File: src/rtl/spart_word_link_if.sv
// Host/pin bundle for spart_word_link: word handshake, RX status and the two serial pins.
// SPART_PARITY_EN adds the parity_err status line.
interface spart_word_link_if #(
  parameter int DATA_W = 32
);
  logic              snd;
  logic [DATA_W-1:0] tx_data;
  logic              tx_busy;
  logic              txd;
  logic              rxd;
  logic [DATA_W-1:0] rx_data;
  logic              rx_valid;
  logic              interrupt_board;
  logic              int_ack;
  logic              rx_overrun;
  logic              frame_err;
`ifdef SPART_PARITY_EN
  logic              parity_err;
`endif

  modport slave (
    input  snd, tx_data, rxd, int_ack,
    output tx_busy, txd, rx_data, rx_valid, interrupt_board, rx_overrun, frame_err
`ifdef SPART_PARITY_EN
    , parity_err
`endif
  );

  modport master (
    output snd, tx_data, rxd, int_ack,
    input  tx_busy, txd, rx_data, rx_valid, interrupt_board, rx_overrun, frame_err
`ifdef SPART_PARITY_EN
    , parity_err
`endif
  );
endinterface

File: src/rtl/spart_word_link.sv
// Full-duplex 8N1 UART moving DATA_W-bit words as DATA_W/8 back-to-back frames, byte 0 first.
// Optional feature macro SPART_PARITY_EN: even parity bit after data bit 7, parity_err pulse on RX.
module spart_word_link #(
  parameter int DATA_W   = 32,
  parameter int BAUD_DIV = 434
) (
  input  logic             clk,
  input  logic             rst,
  spart_word_link_if.slave bus
);

  localparam int NBYTES = DATA_W / 8;
  localparam int BCW    = $clog2(BAUD_DIV);
  localparam int NCW    = (NBYTES > 1) ? $clog2(NBYTES) : 1;
  localparam logic [BCW-1:0] BAUD_LAST = BCW'(BAUD_DIV - 1);
  localparam logic [BCW-1:0] BAUD_HALF = BCW'(BAUD_DIV / 2 - 1);
  localparam logic [NCW-1:0] BYTE_LAST = NCW'(NBYTES - 1);

  typedef enum logic [2:0] {S_IDLE, S_START, S_DATA, S_PAR, S_STOP, S_WAITHI} state_t;

  state_t            tx_state_q;
  logic [BCW-1:0]    tx_baud_q;
  logic [2:0]        tx_bit_q;
  logic [NCW-1:0]    tx_byte_q;
  logic [7:0]        tx_sh_q;
  logic [DATA_W-1:0] tx_word_q;
  logic              tx_par_q;
  logic              txd_q;
  logic              tx_busy_q;

  // ---------------- transmitter
  always_ff @(posedge clk or posedge rst) begin
    if (rst) begin
      tx_state_q <= S_IDLE;
      tx_baud_q  <= '0;
      tx_bit_q   <= '0;
      tx_byte_q  <= '0;
      tx_sh_q    <= '0;
      tx_word_q  <= '0;
      tx_par_q   <= 1'b0;
      txd_q      <= 1'b1;
      tx_busy_q  <= 1'b0;
    end else if (tx_state_q == S_IDLE) begin
      if (bus.snd) begin
        tx_state_q <= S_START;
        tx_baud_q  <= '0;
        tx_byte_q  <= '0;
        tx_sh_q    <= bus.tx_data[7:0];
        tx_word_q  <= bus.tx_data >> 8;
        txd_q      <= 1'b0;
        tx_busy_q  <= 1'b1;
      end
    end else if (tx_baud_q != BAUD_LAST) begin
      tx_baud_q <= tx_baud_q + 1'b1;
    end else begin
      tx_baud_q <= '0;
      case (tx_state_q)
        S_START: begin
          tx_state_q <= S_DATA;
          tx_bit_q   <= '0;
          txd_q      <= tx_sh_q[0];
          tx_par_q   <= tx_sh_q[0];
          tx_sh_q    <= tx_sh_q >> 1;
        end
        S_DATA: begin
          if (tx_bit_q != 3'd7) begin
            tx_bit_q <= tx_bit_q + 3'd1;
            txd_q    <= tx_sh_q[0];
            tx_par_q <= tx_par_q ^ tx_sh_q[0];
            tx_sh_q  <= tx_sh_q >> 1;
          end else begin
`ifdef SPART_PARITY_EN
            tx_state_q <= S_PAR;
            txd_q      <= tx_par_q;
`else
            tx_state_q <= S_STOP;
            txd_q      <= 1'b1;
`endif
          end
        end
        S_PAR: begin
          tx_state_q <= S_STOP;
          txd_q      <= 1'b1;
        end
        S_STOP: begin
          // Next byte's start bit follows the stop bit with no idle gap.
          if (tx_byte_q == BYTE_LAST) begin
            tx_state_q <= S_IDLE;
            tx_busy_q  <= 1'b0;
            txd_q      <= 1'b1;
          end else begin
            tx_state_q <= S_START;
            tx_byte_q  <= tx_byte_q + 1'b1;
            tx_sh_q    <= tx_word_q[7:0];
            tx_word_q  <= tx_word_q >> 8;
            txd_q      <= 1'b0;
          end
        end
        default: begin
          tx_state_q <= S_IDLE;
          tx_busy_q  <= 1'b0;
          txd_q      <= 1'b1;
        end
      endcase
    end
  end

  state_t            rx_state_q;
  logic              rx_s1_q, rx_s2_q, rx_prev_q;
  logic [BCW-1:0]    rx_baud_q;
  logic [2:0]        rx_bit_q;
  logic [NCW-1:0]    rx_cnt_q;
  logic [7:0]        rx_sh_q;
  logic              rx_par_q;
  logic [DATA_W-1:0] rx_word_q;
  logic [DATA_W-1:0] rx_data_q;
  logic              rx_valid_q, irq_q, ovr_q, ferr_q;
  logic              rx_par_bad, rx_stop_tick, rx_done;
  logic [DATA_W-1:0] rx_word_d;

`ifdef SPART_PARITY_EN
  logic perr_q;
  assign rx_par_bad     = rx_par_q;
  assign bus.parity_err = perr_q;
`else
  assign rx_par_bad = 1'b0;
`endif

  assign rx_stop_tick = (rx_state_q == S_STOP) && (rx_baud_q == BAUD_LAST);
  assign rx_done      = rx_stop_tick && rx_s2_q && !rx_par_bad && (rx_cnt_q == BYTE_LAST);
  // Bytes enter at the top and shift down, so byte 0 ends up in bits [7:0].
  assign rx_word_d    = (rx_word_q >> 8) | (DATA_W'(rx_sh_q) << (DATA_W - 8));

  // ---------------- receiver
  always_ff @(posedge clk or posedge rst) begin
    if (rst) begin
      rx_state_q <= S_IDLE;
      rx_s1_q    <= 1'b1;
      rx_s2_q    <= 1'b1;
      rx_prev_q  <= 1'b1;
      rx_baud_q  <= '0;
      rx_bit_q   <= '0;
      rx_cnt_q   <= '0;
      rx_sh_q    <= '0;
      rx_par_q   <= 1'b0;
      rx_word_q  <= '0;
      rx_data_q  <= '0;
      rx_valid_q <= 1'b0;
      irq_q      <= 1'b0;
      ovr_q      <= 1'b0;
      ferr_q     <= 1'b0;
`ifdef SPART_PARITY_EN
      perr_q     <= 1'b0;
`endif
    end else begin
      rx_s1_q    <= bus.rxd;
      rx_s2_q    <= rx_s1_q;
      rx_prev_q  <= rx_s2_q;
      rx_valid_q <= 1'b0;
      ferr_q     <= 1'b0;
`ifdef SPART_PARITY_EN
      perr_q     <= 1'b0;
`endif
      // A completion in the same cycle as an ack wins for the interrupt, loses for overrun.
      if (rx_done)           irq_q <= 1'b1;
      else if (bus.int_ack)  irq_q <= 1'b0;
      if (bus.int_ack)       ovr_q <= 1'b0;
      else if (rx_done && irq_q) ovr_q <= 1'b1;

      case (rx_state_q)
        S_IDLE: begin
          if (rx_prev_q && !rx_s2_q) begin
            rx_state_q <= S_START;
            rx_baud_q  <= '0;
          end
        end
        S_START: begin
          if (rx_baud_q == BAUD_HALF) begin
            rx_baud_q  <= '0;
            rx_bit_q   <= '0;
            rx_par_q   <= 1'b0;
            rx_state_q <= rx_s2_q ? S_IDLE : S_DATA;
          end else begin
            rx_baud_q <= rx_baud_q + 1'b1;
          end
        end
        S_DATA: begin
          if (rx_baud_q == BAUD_LAST) begin
            rx_baud_q <= '0;
            rx_sh_q   <= {rx_s2_q, rx_sh_q[7:1]};
            rx_par_q  <= rx_par_q ^ rx_s2_q;
            rx_bit_q  <= rx_bit_q + 3'd1;
            if (rx_bit_q == 3'd7) begin
`ifdef SPART_PARITY_EN
              rx_state_q <= S_PAR;
`else
              rx_state_q <= S_STOP;
`endif
            end
          end else begin
            rx_baud_q <= rx_baud_q + 1'b1;
          end
        end
        S_PAR: begin
          if (rx_baud_q == BAUD_LAST) begin
            rx_baud_q  <= '0;
            rx_par_q   <= rx_par_q ^ rx_s2_q;
            rx_state_q <= S_STOP;
          end else begin
            rx_baud_q <= rx_baud_q + 1'b1;
          end
        end
        S_STOP: begin
          if (rx_stop_tick) begin
            rx_baud_q <= '0;
`ifdef SPART_PARITY_EN
            perr_q    <= rx_par_q;
`endif
            if (!rx_s2_q) begin
              ferr_q     <= 1'b1;
              rx_cnt_q   <= '0;
              rx_state_q <= S_WAITHI;
            end else if (rx_par_bad) begin
              rx_cnt_q   <= '0;
              rx_state_q <= S_IDLE;
            end else begin
              rx_word_q  <= rx_word_d;
              rx_state_q <= S_IDLE;
              if (rx_cnt_q == BYTE_LAST) begin
                rx_cnt_q   <= '0;
                rx_data_q  <= rx_word_d;
                rx_valid_q <= 1'b1;
              end else begin
                rx_cnt_q <= rx_cnt_q + 1'b1;
              end
            end
          end else begin
            rx_baud_q <= rx_baud_q + 1'b1;
          end
        end
        default: begin
          if (rx_s2_q) rx_state_q <= S_IDLE;
        end
      endcase
    end
  end

  assign bus.txd             = txd_q;
  assign bus.tx_busy         = tx_busy_q;
  assign bus.rx_data         = rx_data_q;
  assign bus.rx_valid        = rx_valid_q;
  assign bus.interrupt_board = irq_q;
  assign bus.rx_overrun      = ovr_q;
  assign bus.frame_err       = ferr_q;

endmodule

File: src/flat_wrapper.sv
// flat-port wrapper written by rule: the top's interface ports become plain ports
module spart_word_link_flat 
#(
  parameter int DATA_W   = 32,
  parameter int BAUD_DIV = 434
)
  (clk, rst, bus_snd, bus_tx_data, bus_rxd, bus_int_ack, bus_tx_busy, bus_txd, bus_rx_data, bus_rx_valid, bus_interrupt_board, bus_rx_overrun, bus_frame_err);
  spart_word_link_if #(.DATA_W(DATA_W)) bus_i ();
  input  logic clk;
  input  logic rst;
  input wire logic [$bits(bus_i.snd)-1:0] bus_snd;
  input wire logic [$bits(bus_i.tx_data)-1:0] bus_tx_data;
  input wire logic [$bits(bus_i.rxd)-1:0] bus_rxd;
  input wire logic [$bits(bus_i.int_ack)-1:0] bus_int_ack;
  output wire logic [$bits(bus_i.tx_busy)-1:0] bus_tx_busy;
  output wire logic [$bits(bus_i.txd)-1:0] bus_txd;
  output wire logic [$bits(bus_i.rx_data)-1:0] bus_rx_data;
  output wire logic [$bits(bus_i.rx_valid)-1:0] bus_rx_valid;
  output wire logic [$bits(bus_i.interrupt_board)-1:0] bus_interrupt_board;
  output wire logic [$bits(bus_i.rx_overrun)-1:0] bus_rx_overrun;
  output wire logic [$bits(bus_i.frame_err)-1:0] bus_frame_err;
  assign bus_i.snd = bus_snd;
  assign bus_i.tx_data = bus_tx_data;
  assign bus_i.rxd = bus_rxd;
  assign bus_i.int_ack = bus_int_ack;
  assign bus_tx_busy = bus_i.tx_busy;
  assign bus_txd = bus_i.txd;
  assign bus_rx_data = bus_i.rx_data;
  assign bus_rx_valid = bus_i.rx_valid;
  assign bus_interrupt_board = bus_i.interrupt_board;
  assign bus_rx_overrun = bus_i.rx_overrun;
  assign bus_frame_err = bus_i.frame_err;
  spart_word_link #(.DATA_W(DATA_W), .BAUD_DIV(BAUD_DIV)) u_core (.clk(clk), .rst(rst), .bus(bus_i));
endmodule
File: config.mk
export PLATFORM = sky130hd
export DESIGN_NAME = spart_word_link_flat
export DESIGN_NICKNAME = d
export VERILOG_FILES = /design/src/rtl/spart_word_link_if.sv /design/src/rtl/spart_word_link.sv /design/src/flat_wrapper.sv
export SDC_FILE = /design/constraint.sdc
export NUM_CORES = 1
export LEC_CHECK = 0
export CAP_MARGIN = 20
export CORE_ASPECT_RATIO = 0.75
export CORE_UTILIZATION = 35
export CTS_CLUSTER_SIZE = 40
export DETAILED_ROUTE_END_ITERATION = 7
export RECOVER_POWER = 25
export SETUP_SLACK_MARGIN = 0.05
export SYNTH_ARGS = -nofsm -noshare
export SYNTH_HDL_FRONTEND = slang
export SYNTH_SLANG_ARGS = --single-unit
File: constraint.sdc
create_clock -name clk -period 13.35 [get_ports clk]
set_input_delay 2.0025 -clock clk [delete_from_list [all_inputs] [get_ports clk]]
set_output_delay 2.0025 -clock clk [all_outputs]
set_load 0.02 [all_outputs]
==> Word level (Yosys, flattened, before mapping) <==
Index checks and enable logic that the tools add are counted.
{ "op_classes": {"div": 0, "n_addsub": 6, "muxes": 69, "bitwise": 3, "magnitude_cmp": 0, "n_reduce_logical": 31, "shift": 0, "n_mul": 0, "eq_ne": 30} }
{ "op_table": {"columns": ["cell", "count"], "rows": [
  ["32-bit 2-to-1 mux", 5],
  ["9-bit 2-to-1 mux", 7],
  ["3-bit 2-to-1 mux", 15],
  ["8-bit 2-to-1 mux", 5],
  ["9-bit case mux with 4 select lines", 1],
  ["24-bit by 32-bit bitwise OR with 32-bit output", 1],
  ["8-bit case mux with 3 select lines", 1],
  ["1-bit 2-to-1 mux", 21],
  ["2-bit by 1-bit != test with 1-bit output, second input constant", 10],
  ["9-bit by 1-bit adder with 9-bit output, second input constant", 2],
  ["2-bit 2-to-1 mux", 8],
  ["4-bit AND reduction", 4],
  ["3-bit case mux with 5 select lines", 1],
  ["3-bit by 2-bit equality test with 1-bit output, second input constant", 4],
  ["3-bit case mux with 2 select lines", 2],
  ["3-bit case mux with 4 select lines", 1],
  ["2-bit nonzero test", 5],
  ["3-bit equality test, second input constant", 3],
  ["9-bit by 8-bit equality test with 1-bit output, second input constant", 1],
  ["9-bit equality test, second input constant", 1],
  ["9-bit != test, second input constant", 1],
  ["3-bit AND reduction", 3],
  ["2-bit AND reduction", 4],
  ["4-bit nonzero test", 2],
  ["other kinds (19)", 31]
]} }
{ "totals": {"ram_bits": 0, "latch_bits": 0, "romBits": 0, "output_inout_bits": 38, "mem_count": 0, "register_bits": 155, "wordCells": 161} }

==> Logic depth before layout (Yosys ltp) <==
Gate-level depths: netlist (run 1).
{ "depth": {"word_depth": 7, "mapped_depth": 9, "ltp_nobuf": 7} }

==> Least setup slack after synthesis (run 1) <==
No wires, ideal clock.
{ "synth_timing": {"kind": "input to register", "from": "input port bus_snd", "to": "register u_core.tx_sh_q[0]", "required_time_ns": 13.225, "t_arrival_ns": 2.727, "path_buffers": 0, "path_stages": 3, "slack_ns": 10.498, "path_cell_list": "a21oi_1 -> a21oi_2 -> mux2_2"} }
{ "synth_between": {"elab_chain_cells": 2} }
{ "synth_lines": {"columns": ["item", "line", "source"], "rows": [
  ["from (decl)", "flat_wrapper.sv:11", "input wire logic [$bits(bus_i.snd)-1:0] bus_snd;"],
  ["2-bit != test (no source line)", null, null],
  ["5-bit AND reduction (no source line)", null, null],
  ["to (signal assigned)", "spart_word_link.sv:48", "tx_sh_q <= bus.tx_data[7:0];"],
  ["to (signal assigned)", "spart_word_link.sv:63", "tx_sh_q <= tx_sh_q >> 1;"],
  ["to (signal assigned)", "spart_word_link.sv:70", "tx_sh_q <= tx_sh_q >> 1;"],
  ["to (decl)", "spart_word_link.sv:25", "logic [7:0] tx_sh_q;"]
]} }
Every way passes these cells.
A chain may end at the register's enable or synchronous reset.

==> metrics.md, run 1 <==
| Metric | Value |
|---|---|
| Die area | `18300 um^2` |
| Seq/Total Area, Yosys | `56.1%` |
| Max Fclk | `198 MHz` |
| Startpoint types | `input port` |
| Post-synth top area share | `54.4%` |
| WL/cell | `14.2 um` |
| Initial Util | `36.4%` |
| TritonCTS clock tree | `done` |
| Initial DRC count | `285` |
| Clk network pwr share | `40.0%` |
| Worst r2r src | `u_core.rx_baud_q[1]$_DFFE_PP0P_` |
| Commonest non-fill, non-tap cell in the layout | `dfrtp_1` |
| Root buf cell | `clkbuf_16` |
| Psw | `0.301 mW` |
| Min-delay worst type | `register to register` |
| DRC | `0` |
| Post-synth EDFFs | `0` |
| Final hold viol count | `0` |
| DR vias | `4329` |
| Switching share of power | `26.3%` |
| # diodes | `0` |
| Fraction of layout cells with a size suffix above 1 | `13.4%` |
| Critical-path maximum fanout | `86` |
| Max rail drop VDD | `0.000102 V` |
| Vias in the first global route | `4344` |
| Mapped Nets | `622` |
| Final setup TNS | `0 ns` |
| Routed wire length | `12700 um` |
| Status | `complete, but fails checks` |
| Leakage Power | `3.45 nW` |
| Internal Power | `0.841 mW` |
| Final nets | `691` |
| Detailed Routing Iterations Pass 1 | `5` |
| Num CTS Buffers | `17` |
| Hold buffers post-CTS | `0` |
| TritonCTS Sinks | `139` |
| PortBufs | `74` |
| Routability congestion estimate | `0.768` |
| Min-Delay Path Depth | `0` |
| Crit end category | `asynchronous set/reset pin` |
| Synthesized area | `6210 um^2` |
| Slowest-stage cell, CP | `clkinvlp_2` |
| Max clock buf depth | `2` |
| Worst-path clk slew | `0.06 ns` |
| Worst-case hold path end point | `u_core.rx_s2_q$_DFF_PP1_` |
| Top post-synthesis cells by area | `dfrtp_1 (54%), mux2_2 (8.2%), nand2_1 (6.0%), mux2i_1 (4.4%), nor2_1 (2.8%)` |
| Crit-path leading delay family | `buffers and inverters` |
| WP buf/inv | `3` |
| Area Growth Syn to Fin | `23.2%` |
| Reg2Reg Depth | `7` |
| Clock Skews | `0.0114 ns` |
| Reg2reg end | `u_core.bus.rx_data[3]$_DFFE_PP0P_` |
| Minimum clock period | `5.05 ns` |
| Final setup violation count | `0` |
| Synth Instances | `574` |
| Finished Core Util | `44.8%` |
| Worst EP required | `13.83 ns` |
| Critical Path AT | `5.53 ns` |
| Max H-tree Level | `4` |
| Most frequent cells in the layout | `dfrtp_1 (135), nand2_1 (100), clkdlybuf4s50_1 (70)` |
| Relative max-transition margin | `-153%` |
| FF-to-FF setup slack | `10.03 ns` |
| CTS resizes | `0` |
| Dpl hpwl | `8540 um` |
| Fin crit share | `37.9%` |
| Synth Flop Type | `dfrtp_1` |
| Seq pwr share | `45.9%` |
| Failing checks | `capacitance limit, slew limit` |
| Final antenna-violating net count | `0` |
| First-pass GRT wire length | `21500 um` |
| Unique masters post-synth | `46` |
| Post-CTS Setup Inserts | `0` |
| Ys Warns | `0` |
| Synthesized flop and latch total | `139` |
| Core area | `17100 um^2` |
| Clock insertion delay at the later pin of the skew report | `0.41 ns` |
| Post-Layout Inst Area | `7660 um^2` |
| Placement row count | `41` |
| CP max stage delay | `2.12 ns` |
| Vias per cell | `4.85` |
| Die H | `117 um` |
| Yosys top cell by area | `dfrtp_1` |
| Boundary Pins | `75` |
| Syn Area/Cell | `10.8 um^2` |
| Dpl ws | `9.54 ns` |
| Antenna violations before repair | `0` |
| RSZ-0062 raised after global routing | `false` |
| Final worst slack | `8.30 ns` |
| Slew Limit Fails | `121` |
| Pwr per Cell Area | `149 nW/um^2` |
| Setup CP Type | `input port to asynchronous set/reset pin` |
| Max cap viols | `2` |
| Asr flop ratio synth | `100%` |
| Comb pwr share | `14.1%` |
| Die Width | `156 um` |
| Worst Tran Pin Value | `3.78 ns` |
| Critical path, cell by cell | `dlygate4sd3_1 -> clkinvlp_2 -> buf_4` |
| Hold Path Origin | `u_core.rx_s1_q$_DFF_PP1_` |
| Post-DP Area | `7130 um^2` |
| Largest net degree at the start of global routing | `87` |
| Tot GR Track Use | `14.8%` |
| Grt total ovfl | `0` |
==> layer usage <==
layer / global-route usage [%] / up-vias / routed length [um]
met5: 0 / - / 0
met4: 4.23 / 0 / 71
met3: 4.40 / 5 / 574
met2: 22.2 / 84 / 5690
met1: 20.6 / 2119 / 6350
li1: - / 2121 / -
==> Yosys cell counts, drive strengths merged, types with 5 or more instances <==
cell	number
a21oi	33
a22o	6
and3	5
buf	21
clkbuf	7
dfrtp	135
ha	11
inv	17
mux2	52
mux2i	27
nand2	100
nand3	23
nor2	46
nor3	6
o21ai	34
o31ai	5
==> cell type report <==
| cell class | count | area (um^2) |
|---|---|---|
| Clock buffer | 25 | 485 |
| Clock inverter | 7 | 91.3 |
| Fill cell | 1606 | 9430 |
| Inverter | 17 | 65.1 |
| Multi-Input combinational cell | 390 | 2470 |
| Sequential cell | 139 | 3480 |
| Tap cell | 236 | 295 |
| Timing Repair Buffer | 78 | 767 |
==> worst register-to-register path: cells and delay by family, from the launching register on <==
family                     cells  cell delay, ns
muxes                          1            0.46
DFF                            1            0.41
and+or+nand+nor                3            0.77
buffers and inverters          2            1.39
adders and majority gates      1            0.17
==> metrics by stage <==
stage | cells | hold slack [ns] | power, mW
final | 892 | 0.360 | 1.14
after global routing | 892 | 0.367 | 1.20
after CTS | 892 | 0.356 | 1.16
after detailed placement | 860 | 0.347 | 0.702
after global placement | 860 | 0.347 | 0.691
after floorplan | 574 | 0.345 | 0.652
==> cell families (layout without fill, tap and decap cells) <==
kind of cell	count (synthesis)	count (layout)	share of synthesized area [%]
buf+inv	45	127	3.48
flops	139	139	56.1
xor+xnor	1	1	0.141
simple gates	207	207	15.0
compound gates	92	92	8.86
mux	79	79	14.2
fa+ha+maj	11	11	2.22
==> registers in the layout (all words and copies together) (netlist names), 2 cells and up <==
name,flops
u_core.tx_byte_q,2
u_core.rx_word_q,24
u_core.tx_bit_q,3
u_core.rx_state_q,3
u_core.rx_bit_q,3
u_core.rx_baud_q,9
u_core.tx_baud_q,9
u_core.rx_sh_q,8
u_core.tx_word_q,24
u_core.tx_state_q,3
u_core.tx_sh_q,8
u_core.bus.rx_data,32
u_core.rx_cnt_q,2
==> worst max-delay path by stage <==
| stage | startpoint | endpoint | slack [ns] | cells past startpoint |
|---|---|---|---|---|
| 2_1_floorplan | rst | u_core.bus.frame_err$_DFF_PP0_ | 7.63 | 1 |
| 5_1_grt | rst | u_core.bus.rx_data[17]$_DFFE_PP0P_ | 7.59 | 3 |
| 6_report | rst | u_core.rx_cnt_q[1]$_DFFE_PP0N_ | 8.30 | 3 |
| 3_3_place_gp | rst | u_core.bus.rx_data[0]$_DFFE_PP0P_ | 9.56 | 3 |
| 3_5_place_dp | rst | u_core.bus.rx_data[0]$_DFFE_PP0P_ | 9.54 | 3 |
| 4_1_cts | u_core.bus.txd$_DFFE_PP1P_ | bus_txd | 9.77 | 1 |
==> power by group through the flow <==
stage | logic [mW] | clock network [mW] | registers, mW
2_1_floorplan | 0.139 | 0 | 0.513
3_3_place_gp | 0.164 | 0 | 0.528
3_5_place_dp | 0.170 | 0 | 0.532
4_1_cts | 0.171 | 0.468 | 0.525
5_1_grt | 0.184 | 0.486 | 0.533
6_report | 0.161 | 0.457 | 0.524
No activity file was read; power rests on OpenSTA's default activity.
==> run 2: changes to the inputs <==
==> constraint.sdc (replaced) <==
create_clock -name clk -period 4.8 [get_ports clk]
set_input_delay 0.72 -clock clk [delete_from_list [all_inputs] [get_ports clk]]
set_output_delay 0.72 -clock clk [all_outputs]
set_load 0.02 [all_outputs]
==> metrics.md, run 2 (synthesis results as in run 1) <==
| Metric | Value |
|---|---|
| Vias in the first global route | `4347` |
| Commonest non-fill, non-tap cell in the layout | `dfrtp_1` |
| Min-delay worst type | `register to register` |
| RSZ-0062 raised after global routing | `false` |
| Failing checks | `capacitance limit, slew limit` |
| Minimum clock period | `2.83 ns` |
| Initial Util | `36.4%` |
| Initial DRC count | `245` |
| Post-DP Area | `7130 um^2` |
| Clock Skews | `0.0131 ns` |
| Final setup TNS | `0 ns` |
| Critical-path maximum fanout | `62` |
| Setup CP Type | `input port to asynchronous set/reset pin` |
| # diodes | `0` |
| Antenna violations before repair | `0` |
| Post-Layout Inst Area | `7800 um^2` |
| Most frequent cells in the layout | `dfrtp_1 (135), nand2_1 (100), clkdlybuf4s50_1 (72)` |
| Die H | `117 um` |
| Vias per cell | `4.85` |
| Wire length on met3 | `566 um` |
| Highest metal used | `met4` |
| Worst EP required | `5.36 ns` |
| Max cap viols | `1` |
| Final antenna-violating net count | `0` |
| Routed wl met2 | `5670 um` |
| Leakage Power | `3.52 nW` |
| Pwr per Cell Area | `429 nW/um^2` |
| Grt total ovfl | `0` |
| DRC | `0` |
| Dpl hpwl | `8620 um` |
| Met1 wire length | `6430 um` |
| Routed wire length | `12700 um` |
| Die area | `18300 um^2` |
| Post-CTS Setup Inserts | `0` |
| Root buf cell | `clkbuf_16` |
| Largest net degree at the start of global routing | `114` |
| DR vias | `4330` |
| Routability congestion estimate | `0.817` |
| Power, Total | `3.34 mW` |
| Clock insertion delay at the later pin of the skew report | `0.41 ns` |
| PortBufs | `74` |
| Final Instance Count excl. Fillers | `893` |
| Fraction of layout cells with a size suffix above 1 | `15.7%` |
| TritonCTS Sinks | `139` |
| Status | `complete, but fails checks` |
| Max rail drop VDD | `0.000217 V` |
| Final setup violation count | `0` |
| Worst-path clk slew | `0.06 ns` |
| Area Growth Syn to Fin | `25.5%` |
| Worst Tran Pin Value | `2.31 ns` |
| Startpoint types | `input port` |
| Boundary Pins | `75` |
| Die Width | `156 um` |
| Max reg flops | `32` |
| Placement row count | `41` |
| Crit end category | `asynchronous set/reset pin` |
| Final nets | `692` |
| Final hold viol count | `0` |
| First-pass GRT wire length | `21400 um` |
| CTS resizes | `0` |
| Slew Limit Fails | `52` |
| Detailed Routing Iterations Pass 1 | `4` |
| Core area | `17100 um^2` |
| Num CTS Buffers | `17` |
| Max H-tree Level | `4` |
| Tot GR Track Use | `14.8%` |
| Relative max-transition margin | `-54.9%` |
| Hold buffers post-CTS | `0` |
| Max Fclk | `353 MHz` |
| WL/cell | `14.3 um` |
| Critical Path AT | `3.40 ns` |
| Max clock buf depth | `2` |
| Finished Core Util | `45.6%` |
| Fin crit share | `59.0%` |
| DP Cell Count | `860` |
| TritonCTS clock tree | `done` |
run 2: cell types whose count changed in the layout (fill, tap and decap cells not counted), moves of 2 or more:
| cell | previous run | this run |
|---|---|---|
| clkdlybuf4s50_1 | 70 | 72 |
| dlygate4sd3_1 | 4 | 2 |
| bufinv_16 | 2 | 4 |
| clkinv_2 | 3 | 1 |
| mux2_4 | 1 | 7 |
| clkbuf_8 | 3 | 1 |
| inv_6 | 0 | 6 |
| mux2_1 | 5 | 0 |
| clkbuf_1 | 6 | 0 |
run 2: critical path, stage by stage:
cell	delay (ns)
dlygate4sd3_1	0.55
clkinvlp_2	1.32
buf_16	0.36
buf_4	0.39
run 2: per-layer routing:
layer  up-vias  GRT usage (%)
met5         -              0
li1       2124              -
met2       100           22.1
met1      2097           20.7
met4         0           4.53
met3         9           4.03
run 2: cell type report:
cell class                 instances  area [um^2]
timing repair buffer              79          798
multi-input combinational        390         2510
tap                              236          295
clock inverter                    14          204
inverter                          17         65.1
fill                            1588         9290
sequential                       139         3480
clock buffer                      18          439
run 2: path summary, 6_finish.rpt:
| check | depth (start not counted) | end | slack [ns] | start |
|---|---|---|---|---|
| hold / removal | 0 | u_core.rx_s2_q$_DFF_PP1_ | 0.36 | u_core.rx_s1_q$_DFF_PP1_ |
| setup reg to reg | 6 | u_core.rx_cnt_q[0]$_DFFE_PP0N_ | 2.30 | u_core.rx_baud_q[1]$_DFFE_PP0P_ |
| min in group asynchronous | 2 | u_core.bus.rx_overrun$_DFFE_PP0P_ | 1.40 | rst |
| setup / recovery | 4 | u_core.rx_word_q[23]$_DFFE_PP0P_ | 1.97 | rst |
| hold reg to reg | 0 | u_core.rx_s2_q$_DFF_PP1_ | 0.36 | u_core.rx_s1_q$_DFF_PP1_ |
| max in group clk | 6 | u_core.rx_cnt_q[0]$_DFFE_PP0N_ | 2.30 | u_core.rx_baud_q[1]$_DFFE_PP0P_ |
run 2: where the power goes:
group / switching (mW) / internal, mW / leakage (nW)
clock network: 0.515 / 0.897 / 0.311
registers: 0.135 / 1.32 / 1.83
logic: 0.245 / 0.229 / 1.38
run 2: metrics by stage:
step                hold slack, ns  setup WS [ns]
CTS                          0.358           2.31
finish                       0.362           1.97
global placement             0.347           2.44
detailed placement           0.349           2.30
global route                 0.374           1.62
floorplan                    0.345          0.362
==> run 3: changes to the inputs <==
==> constraint.sdc (replaced) <==
create_clock -name clk -period 2.85 [get_ports clk]
set_input_delay 0.4275 -clock clk [delete_from_list [all_inputs] [get_ports clk]]
set_output_delay 0.4275 -clock clk [all_outputs]
set_load 0.02 [all_outputs]
==> metrics.md, run 3 (synthesis results as in run 1) <==
| Metric | Value |
|---|---|
| Status | `complete, but fails checks` |
| Failing checks | `capacitance limit, slew limit` |
| RSZ-0062 raised after global routing | `false` |
| Minimum clock period | `2.25 ns` |
| Final antenna-violating net count | `0` |
| Min-Delay Path Depth | `0` |
| FILL cells | `1580` |
| Critical path, cell by cell | `inv_1 -> ha_1 -> nand4b_1 -> nor4_1 -> and4_1 -> buf_4 -> mux2_2` |
| Worst Tran Pin Value | `1.54 ns` |
| Reg area | `3480 um^2` |
| Root buf cell | `clkbuf_16` |
| Post-DP Area | `7200 um^2` |
| PortBufs | `74` |
| Largest net degree at the start of global routing | `79` |
| Initial Util | `36.4%` |
| Reg2Reg Depth | `7` |
| Slowest-stage cell, CP | `dfrtp_1` |
| Post-Layout Inst Area | `7730 um^2` |
| Die area | `18300 um^2` |
| Pwr per Cell Area | `687 nW/um^2` |
| Worst EP required | `3.15 ns` |
| Hold_ws | `0.361 ns` |
| Fraction of layout cells with a size suffix above 1 | `15.9%` |
| CP max stage delay | `0.41 ns` |
| Num CTS Buffers | `17` |
| Max reg flops | `32` |
| CTS resizes | `0` |
| Startpoint types | `register` |
| WL/cell | `14.2 um` |
| DR vias | `4379` |
| Max rail drop VDD | `0.000367 V` |
| Dpl hpwl | `8420 um` |
| First-pass GRT wire length | `21700 um` |
| Initial DRC count | `403` |
| Core area | `17100 um^2` |
| Routability congestion estimate | `0.821` |
| Clock Skews | `0.00799 ns` |
| Detailed Routing Iterations Pass 1 | `5` |
| Critical-path maximum fanout | `33` |
| Final setup TNS | `0 ns` |
| Relative max-transition margin | `-2.91%` |
| Post-CTS Setup Inserts | `0` |
| Max cap viols | `1` |
| Fin crit share | `79.0%` |
| Routed wire length | `12800 um` |
| Die H | `117 um` |
| Boundary Pins | `75` |
| Die Width | `156 um` |
| Tot GR Track Use | `15.0%` |
| DRC | `0` |
| Area Growth Syn to Fin | `24.4%` |
| Antenna violations before repair | `0` |
| Grt total ovfl | `0` |
| Final hold viol count | `0` |
| Leakage Power | `3.49 nW` |
| Vias per cell | `4.88` |
| Most frequent cells in the layout | `dfrtp_1 (135), nand2_1 (100), clkdlybuf4s50_1 (72)` |
| Area occupied by multi-input gates | `2510 um^2` |
| Final setup violation count | `0` |
| # diodes | `0` |
| Placement row count | `41` |
| Finished Core Util | `45.3%` |
| Crit end category | `register` |
| Final nets | `697` |
| Commonest non-fill, non-tap cell in the layout | `dfrtp_1` |
| WP depth | `7` |
| Hold buffers post-CTS | `0` |
| Max Fclk | `444 MHz` |
| Slew Limit Fails | `62` |
| Crit-path leading delay family | `simple AND/OR/NAND/NOR gates` |
| Worst-path clk slew | `0.06 ns` |
| WP buf/inv | `2` |
| Clock insertion delay at the later pin of the skew report | `0.42 ns` |
| Setup CP Type | `register to register` |
| Critical Path AT | `2.55 ns` |
| TritonCTS clock tree | `done` |
| Max clock buf depth | `2` |
| TritonCTS Sinks | `139` |
| Max H-tree Level | `4` |
| Vias in the first global route | `4329` |
| Min-delay worst type | `register to register` |
run 3: worst register-to-register path, stage by stage, from the launching register on:
cell and delay (ns):
dfrtp_1 0.41, inv_1 0.10, ha_1 0.17, nand4b_1 0.10, nor4_1 0.27, and4_1 0.27
buf_4 0.39, mux2_2 0.42
run 3: metrics by stage:
| step | setup slack (ns) | total power, mW | cells |
|---|---|---|---|
| 6_report | 0.599 | 5.31 | 897 |
| 5_1_grt | 0.381 | 5.62 | 897 |
| 4_1_cts | 0.602 | 5.37 | 897 |
| 3_5_place_dp | 0.610 | 3.30 | 866 |
| 3_3_place_gp | 0.661 | 3.24 | 866 |
| 2_1_floorplan | 0.691 | 3.05 | 574 |
run 3: path summary, 6_finish.rpt:
check                                                 from                           endpoint  slack (ns)
setup / recovery           u_core.rx_baud_q[1]$_DFFE_PP0P_  u_core.bus.rx_data[5]$_DFFE_PP0P_        0.60
hold / removal                    u_core.rx_s1_q$_DFF_PP1_           u_core.rx_s2_q$_DFF_PP1_        0.36
setup reg to reg           u_core.rx_baud_q[1]$_DFFE_PP0P_  u_core.bus.rx_data[5]$_DFFE_PP0P_        0.60
hold reg to reg                   u_core.rx_s1_q$_DFF_PP1_           u_core.rx_s2_q$_DFF_PP1_        0.36
max in group asynchronous                              rst    u_core.rx_baud_q[8]$_DFFE_PP0P_        0.82
min in group asynchronous                              rst    u_core.rx_word_q[8]$_DFFE_PP0P_        0.62
run 3: layer usage:
layer | GRT usage [%] | part of all wire [%] | wire length [um] | up-vias
met3 | 4.10 | 5.0 | 637 | 15
li1 | - | - | - | 2129
met1 | 20.7 | 48 | 6140 | 2139
met5 | 0 | 0 | 0 | -
met2 | 22.5 | 46 | 5810 | 96
met4 | 5.51 | 1.4 | 178 | 0
run 3: layout make-up:
class                   count  area share [%]
repair buffers             84            10.7
multi-input cells         390            32.5
inverters                  17           0.842
clock inverters            12            1.49
clock buffers              19            5.60
flip-flops and latches    139            45.1
well taps                 236            3.82
run 3: power by group:
part           switching (mW)  internal [mW]  leakage, nW
clock network           0.851           1.20        0.261
registers               0.224           2.23         1.83
logic                   0.413          0.388         1.40
